==> config.mk <==
export PLATFORM = sky130hd
export DESIGN_NAME = rpm_blip_gen
export DESIGN_NICKNAME = d
export VERILOG_FILES = /design/src/rtl/rpm_pkg.sv /design/src/rtl/seq_divider_u32.sv /design/src/rtl/rpm_blip_gen.sv
export SDC_FILE = /design/constraint.sdc
export NUM_CORES = 1
export LEC_CHECK = 0
export CAP_MARGIN = 5
export CORE_UTILIZATION = 55
export CTS_BUF_LIST = sky130_fd_sc_hd__clkbuf_16
export CTS_CLUSTER_DIAMETER = 60
export DETAILED_ROUTE_END_ITERATION = 12
export PLACE_DENSITY = 0.74
export SLEW_MARGIN = 20
export SYNTH_ARGS = -nofsm -noshare
export SYNTH_HDL_FRONTEND = slang
export SYNTH_SLANG_ARGS = --single-unit
==> constraint.sdc <==
create_clock -name clk50M -period 5.99 [get_ports clk50M]
set_input_delay 0.599 -clock clk50M [delete_from_list [all_inputs] [get_ports clk50M]]
set_output_delay 0.599 -clock clk50M [all_outputs]
set_load 0.05 [all_outputs]
==> src/rtl/rpm_pkg.sv <==
// rtl/rpm_pkg.sv - shared types and constants for the tach blip generator
package rpm_pkg;

    typedef logic [15:0] rpm_t;
    typedef logic [31:0] clk_cnt_t;

    typedef enum logic [1:0] {
        IDLE,
        DIVIDE,
        RUN
    } blip_state_e;

    // Clocks per minute divided by two: half-cycles of a 1 pole-change-per-minute wave.
    function automatic clk_cnt_t blip_numerator(input longint clk_hz);
        longint prod;
        prod = clk_hz * 64'sd30;
        return prod[31:0];
    endfunction

endpackage

==> src/rtl/seq_divider_u32.sv <==
// rtl/seq_divider_u32.sv - 32-bit unsigned restoring divider, 32 iterations per result
module seq_divider_u32 (
    input  logic        clk,
    input  logic        rst_n,
    input  logic        start,
    input  logic        abort,
    input  logic [31:0] dividend,
    input  logic [31:0] divisor,
    output logic        done,
    output logic [31:0] quotient
);

    logic [31:0] rem_q;
    logic [31:0] quo_q;
    logic [31:0] div_q;
    logic [4:0]  iter_q;
    logic        busy_q;
    logic [32:0] shifted;
    logic [32:0] diff;

    // The dividend shifts out of quo_q MSB-first while quotient bits shift in.
    assign shifted  = {rem_q, quo_q[31]};
    assign diff     = shifted - {1'b0, div_q};
    assign quotient = quo_q;

    always_ff @(posedge clk or negedge rst_n) begin
        if (!rst_n) begin
            rem_q  <= '0;
            quo_q  <= '0;
            div_q  <= '0;
            iter_q <= '0;
            busy_q <= 1'b0;
            done   <= 1'b0;
        end else if (abort) begin
            busy_q <= 1'b0;
            done   <= 1'b0;
        end else if (start) begin
            rem_q  <= '0;
            quo_q  <= dividend;
            div_q  <= divisor;
            iter_q <= '0;
            busy_q <= 1'b1;
            done   <= 1'b0;
        end else if (busy_q) begin
            if (!diff[32]) begin
                rem_q <= diff[31:0];
                quo_q <= {quo_q[30:0], 1'b1};
            end else begin
                rem_q <= shifted[31:0];
                quo_q <= {quo_q[30:0], 1'b0};
            end
            iter_q <= iter_q + 5'd1;
            if (iter_q == 5'd31) begin
                busy_q <= 1'b0;
                done   <= 1'b1;
            end
        end else begin
            done <= 1'b0;
        end
    end

endmodule

==> src/rtl/rpm_blip_gen.sv <==
// rtl/rpm_blip_gen.sv - commanded RPM to 50%-duty tach blip train
module rpm_blip_gen
    import rpm_pkg::*;
#(
    parameter int CLK_HZ           = 50000000,
    parameter int MOTOR_POLE_COUNT = 16,
    parameter int GEAR_RATIO       = 5
) (
    input  logic        clk50M,
    input  logic        rst_n,
    input  rpm_t        rpm_set,
    input  logic        rpm_valid,
    output logic        ready,
    output logic        blips,
    output clk_cnt_t    half_period,
    output logic [15:0] blip_count
);

    localparam clk_cnt_t NUMERATOR = blip_numerator(longint'(CLK_HZ));
    localparam clk_cnt_t POLES_X_GEAR = clk_cnt_t'(MOTOR_POLE_COUNT * GEAR_RATIO);

    blip_state_e state_q, state_d;
    clk_cnt_t    denom;
    clk_cnt_t    div_quot;
    clk_cnt_t    quot_clamped;
    clk_cnt_t    phase_q;
    clk_cnt_t    pend_q;
    logic        pend_v_q;
    logic        running_q;
    logic        div_done_raw;
    logic        div_done;
    logic        cmd_stop;
    logic        cmd_start;
    logic        toggle;

    assign cmd_stop     = rpm_valid && (rpm_set == '0);
    assign cmd_start    = rpm_valid && (rpm_set != '0);
    assign denom        = clk_cnt_t'(rpm_set) * POLES_X_GEAR;
    // A strobe landing on the completion cycle supersedes the finished result.
    assign div_done     = div_done_raw && !rpm_valid;
    assign quot_clamped = (div_quot == '0) ? clk_cnt_t'(1) : div_quot;
    assign toggle       = running_q && (phase_q == half_period - clk_cnt_t'(1));

    seq_divider_u32 u_div (
        .clk      (clk50M),
        .rst_n    (rst_n),
        .start    (cmd_start),
        .abort    (cmd_stop),
        .dividend (NUMERATOR),
        .divisor  (denom),
        .done     (div_done_raw),
        .quotient (div_quot)
    );

    always_ff @(posedge clk50M or negedge rst_n) begin
        if (!rst_n) state_q <= IDLE;
        else        state_q <= state_d;
    end

    always_comb begin
        state_d = state_q;
        if (cmd_stop)
            state_d = IDLE;
        else if (cmd_start)
            state_d = DIVIDE;
        else if (state_q == DIVIDE && div_done)
            state_d = RUN;
    end

    always_comb begin
        ready = (state_q != DIVIDE);
    end

    // The generator keeps running through a re-division; new periods land only on a toggle.
    always_ff @(posedge clk50M or negedge rst_n) begin
        if (!rst_n) begin
            running_q   <= 1'b0;
            blips       <= 1'b0;
            half_period <= '0;
            phase_q     <= '0;
            pend_q      <= '0;
            pend_v_q    <= 1'b0;
            blip_count  <= '0;
        end else if (cmd_stop) begin
            running_q   <= 1'b0;
            blips       <= 1'b0;
            half_period <= '0;
            phase_q     <= '0;
            pend_v_q    <= 1'b0;
        end else begin
            if (div_done && !running_q) begin
                half_period <= quot_clamped;
                phase_q     <= '0;
                running_q   <= 1'b1;
                blips       <= 1'b0;
                pend_v_q    <= 1'b0;
            end else if (running_q) begin
                if (toggle) begin
                    blips   <= ~blips;
                    phase_q <= '0;
                    if (!blips)
                        blip_count <= blip_count + 16'd1;
                    if (div_done)
                        half_period <= quot_clamped;
                    else if (pend_v_q && !rpm_valid)
                        half_period <= pend_q;
                    pend_v_q <= 1'b0;
                end else begin
                    phase_q <= phase_q + clk_cnt_t'(1);
                    if (div_done) begin
                        pend_q   <= quot_clamped;
                        pend_v_q <= 1'b1;
                    end
                end
            end
            if (cmd_start)
                pend_v_q <= 1'b0;
        end
    end

endmodule

==> reports/metrics.yaml <==
run_status:
  outcome: "finished clean"
die:
  floorplan.die_area_mm2: 0.0226
  ios: 69
  initial_utilization_pct: 56.9
  core.rowCount: 53
  die_width_um: 150
  core_area_mm2: 0.0213
  die_y_um: 150
sta:
  worst_slew_pin_slew_ns: 1.05
  max_freq_ghz: 0.212
  min_period_over_period_pct: 78.9
  slew_headroom_pct: 29.9
  setup_repair_after_global_routing_missed_its_margin: "false"
  period_needed_ns: 4.73
  count_of_final_max_slew_check_failures: 0
  fin_skew_ns: 0.0162
  tns_ns: 0
  hold_ws_ns: 0.129
  finalSetupViolCount: 0
  final_hold_viol_count: 0
grt:
  global_route_total_overflow: 0
  groute.usage.overall_pct: 25.0
  antenna_found_initial: 0
  via_count_of_the_first_global_routing_pass: 9297
  maximum_number_of_pins_on_one_net_before_global_route_repair: 91
  grt_first_pass_wirelength_mm: 45.8
clock_tree:
  clock_buffer_count_from_cts: 24
  cts-resized-gates: 0
  worst_setup_hold_path_clk_slew_ns: 0.06
  htreeDepth: 1
  clock_tree.root_cell: "sky130_fd_sc_hd__clkbuf_16"
  post-cts-setup-buffers: 0
  worstSkewPairLatency_ns: 0.53
  cts.sink_count: 207
  tritoncts: "yes"
  cts_hold_repair.buffers: 0
  clock_tree.buffer_depth: 3
logic_synthesis:
  synth.cell_area_mm2: 0.0121
  synth_enable_flop_cells: 0
  synth_fp_nets: 1361
  synthesis.area_per_instance_um2: 9.40
  post-synth-top-area-cell: "sky130_fd_sc_hd__dfrtp_1"
  yosys_register_bits: 207
  async_flop_share_pct: 100
  yosysSeqAreaShare_pct: 42.8
  postSynthCellCount: 1288
  yosys.cell_types.count: 68
  yosys_warnings: 0
  postSynth.topFlopCell: "sky130_fd_sc_hd__dfrtp_1"
  post_synth_main_area_contributors: "sky130_fd_sc_hd__dfrtp_1 43%, sky130_fd_sc_hd__nand2_1 5.9%, sky130_fd_sc_hd__ha_1 5.4%, sky130_fd_sc_hd__xnor2_1 4.6%, sky130_fd_sc_hd__o21ai_0 4.2%"
  netlist.area_leader.share_pct: 42.8
power_and_ir_drop:
  ir_worst_vdd_mv: 0.186
  power_density_mw_per_mm2: 339
  total_power_mw: 4.68
  cellLeakagePower_nw: 6.42
critical_path:
  worstPathMaxFanout: 32
  ff2ff_setup_slack_ns: 1.26
  setup.worst_path.start_class: "register"
  critical_path.slowest_cell: "sky130_fd_sc_hd__o31a_2"
  timing.setup.critical_path_class: "register to register"
  crit_path_cell_trace: "inv_1 -> ha_1 -> or3b_2 -> or3_1 -> nor4_1 -> mux2_1 -> a2111oi_2 -> and4_4 -> a21o_1 -> buf_4 -> o31a_2 -> mux2_1"
  worst_setup_path_end_kind: "register"
  critical_path_most_common_cell: "sky130_fd_sc_hd__mux2_1"
  worst_r2r_path_depth: 12
  timing.rr.start: "half_period[0]"
  cp_data_arrival_time_ns: 5.13
  timing.critical_path.required_ns: 6.39
  cp_slowest_stage_delay_ns: 0.77
  critical_register_to_register_path_endpoint: "half_period[25]"
final_layout:
  utilization_pct: 64.9
  syn2layout_area_growth_pct: 14.2
  filler_instances: 1712
  final_common_cell: "sky130_fd_sc_hd__dfrtp_1"
  num-nets-final: 1415
  layout_common_cells: "207 x sky130_fd_sc_hd__dfrtp_1, 190 x sky130_fd_sc_hd__nand2_1, 102 x sky130_fd_sc_hd__o21ai_0"
  final_layout_size_suffix_gt1_share_pct: 7.51
detailed_routing:
  number_of_vias_per_cell: 5.76
  drtPass1Iterations: 5
  drc: 0
  vias_after_detailed_routing: 9420
  ant_nets: 0
  wirelength_mm: 26.9
  wl_per_cell_um: 16.5
  drt_iter0_markers: 572
place:
  io_buffers: 68
  post-dp-hpwl_mm: 18.9
  routabilityCongestion: 0.913
worst_hold_path:
  min-delay-path-class: "primary input to async pin"
flow_run:
  max_cap_viol_count: 0
power breakdown:
group | switching (mW) | leakage (nW) | internal [mW]
sequential | 0.175 | 2.72 | 1.56
clock | 0.583 | 0.416 | 0.926
combinational | 0.788 | 3.28 | 0.652
Yosys cell counts, drive strengths merged (32+ instances only):
| library cell | instances |
|---|---|
| a21oi | 47 |
| clkbuf | 40 |
| dfrtp | 207 |
| ha | 52 |
| inv | 38 |
| mux2 | 64 |
| nand2 | 192 |
| nand3 | 43 |
| nor2 | 101 |
| nor4 | 32 |
| o21ai | 122 |
| xnor2 | 63 |
| xor2 | 54 |
layer usage:
layer | vias up | global-route usage (%) | share of wire, % | wire, µm
met2 | 170 | 42.5 | 48 | 13000
li1 | 4615 | - | - | -
met3 | 50 | 3.18 | 3.4 | 917
met5 | - | 0 | 0 | 0
met4 | 0 | 6.82 | 2.3 | 616
met1 | 4585 | 33.4 | 46 | 12400
stage by stage:
stage / area [µm²] / setup WS, ns / std cells
2_1_floorplan: 12100 / 2.12 / 1288
3_3_place_gp: 13000 / 1.41 / 1591
3_5_place_dp: 13000 / 1.27 / 1591
4_1_cts: 13800 / 1.25 / 1634
5_1_grt: 13800 / 1.02 / 1634
6_report: 13800 / 1.26 / 1635
flip-flops by register name, indices dropped and copies added (netlist names), 2 cells and up:
register / flops
state_q: 2
u_div.quotient: 32
u_div.rem_q: 32
u_div.iter_q: 5
u_div.div_q: 19
blip_count: 16
pend_q: 32
phase_q: 32
half_period: 32
worst max-delay path by stage:
stage,startpoint,end,cells after the start
2_1_floorplan,half_period[1],half_period[10],13
3_3_place_gp,half_period[0],half_period[29],12
3_5_place_dp,half_period[0],half_period[25],12
4_1_cts,half_period[0],half_period[25],12
5_1_grt,half_period[0],half_period[25],12
6_report,half_period[0],half_period[25],12
cell families after synthesis:
kind of cell | Yosys count | share of synthesized area (%)
buf+inv | 91 | 3.21
mux | 85 | 8.59
fa+ha+maj | 54 | 5.71
simple gates | 495 | 19.5
xor+xnor | 117 | 8.47
flops | 207 | 42.8
compound gates | 239 | 11.7
critical path: cells and delay by family (launching register included):
family,cells,cell delay [ns]
flops,1,0.45
mux,2,0.78
simple gates,4,1.67
fa+ha+maj,1,0.19
buf+inv,2,0.40
compound gates,3,1.12
cell type report:
| class | instances | area [µm²] | share of cell area (%) |
|---|---|---|---|
| Clock inverter | 18 | 195 | 1.41 |
| Multi-Input combinational cell | 990 | 6550 | 47.4 |
| Tap cell | 275 | 344 | 2.49 |
| Sequential cell | 207 | 5180 | 37.5 |
| Clock buffer | 25 | 626 | 4.53 |
| Antenna cell | 1 | 2.50 | 0.0181 |
| Inverter | 38 | 143 | 1.03 |
| Timing Repair Buffer | 81 | 782 | 5.66 |
Note: power is estimated with default switching activity, not from simulation.
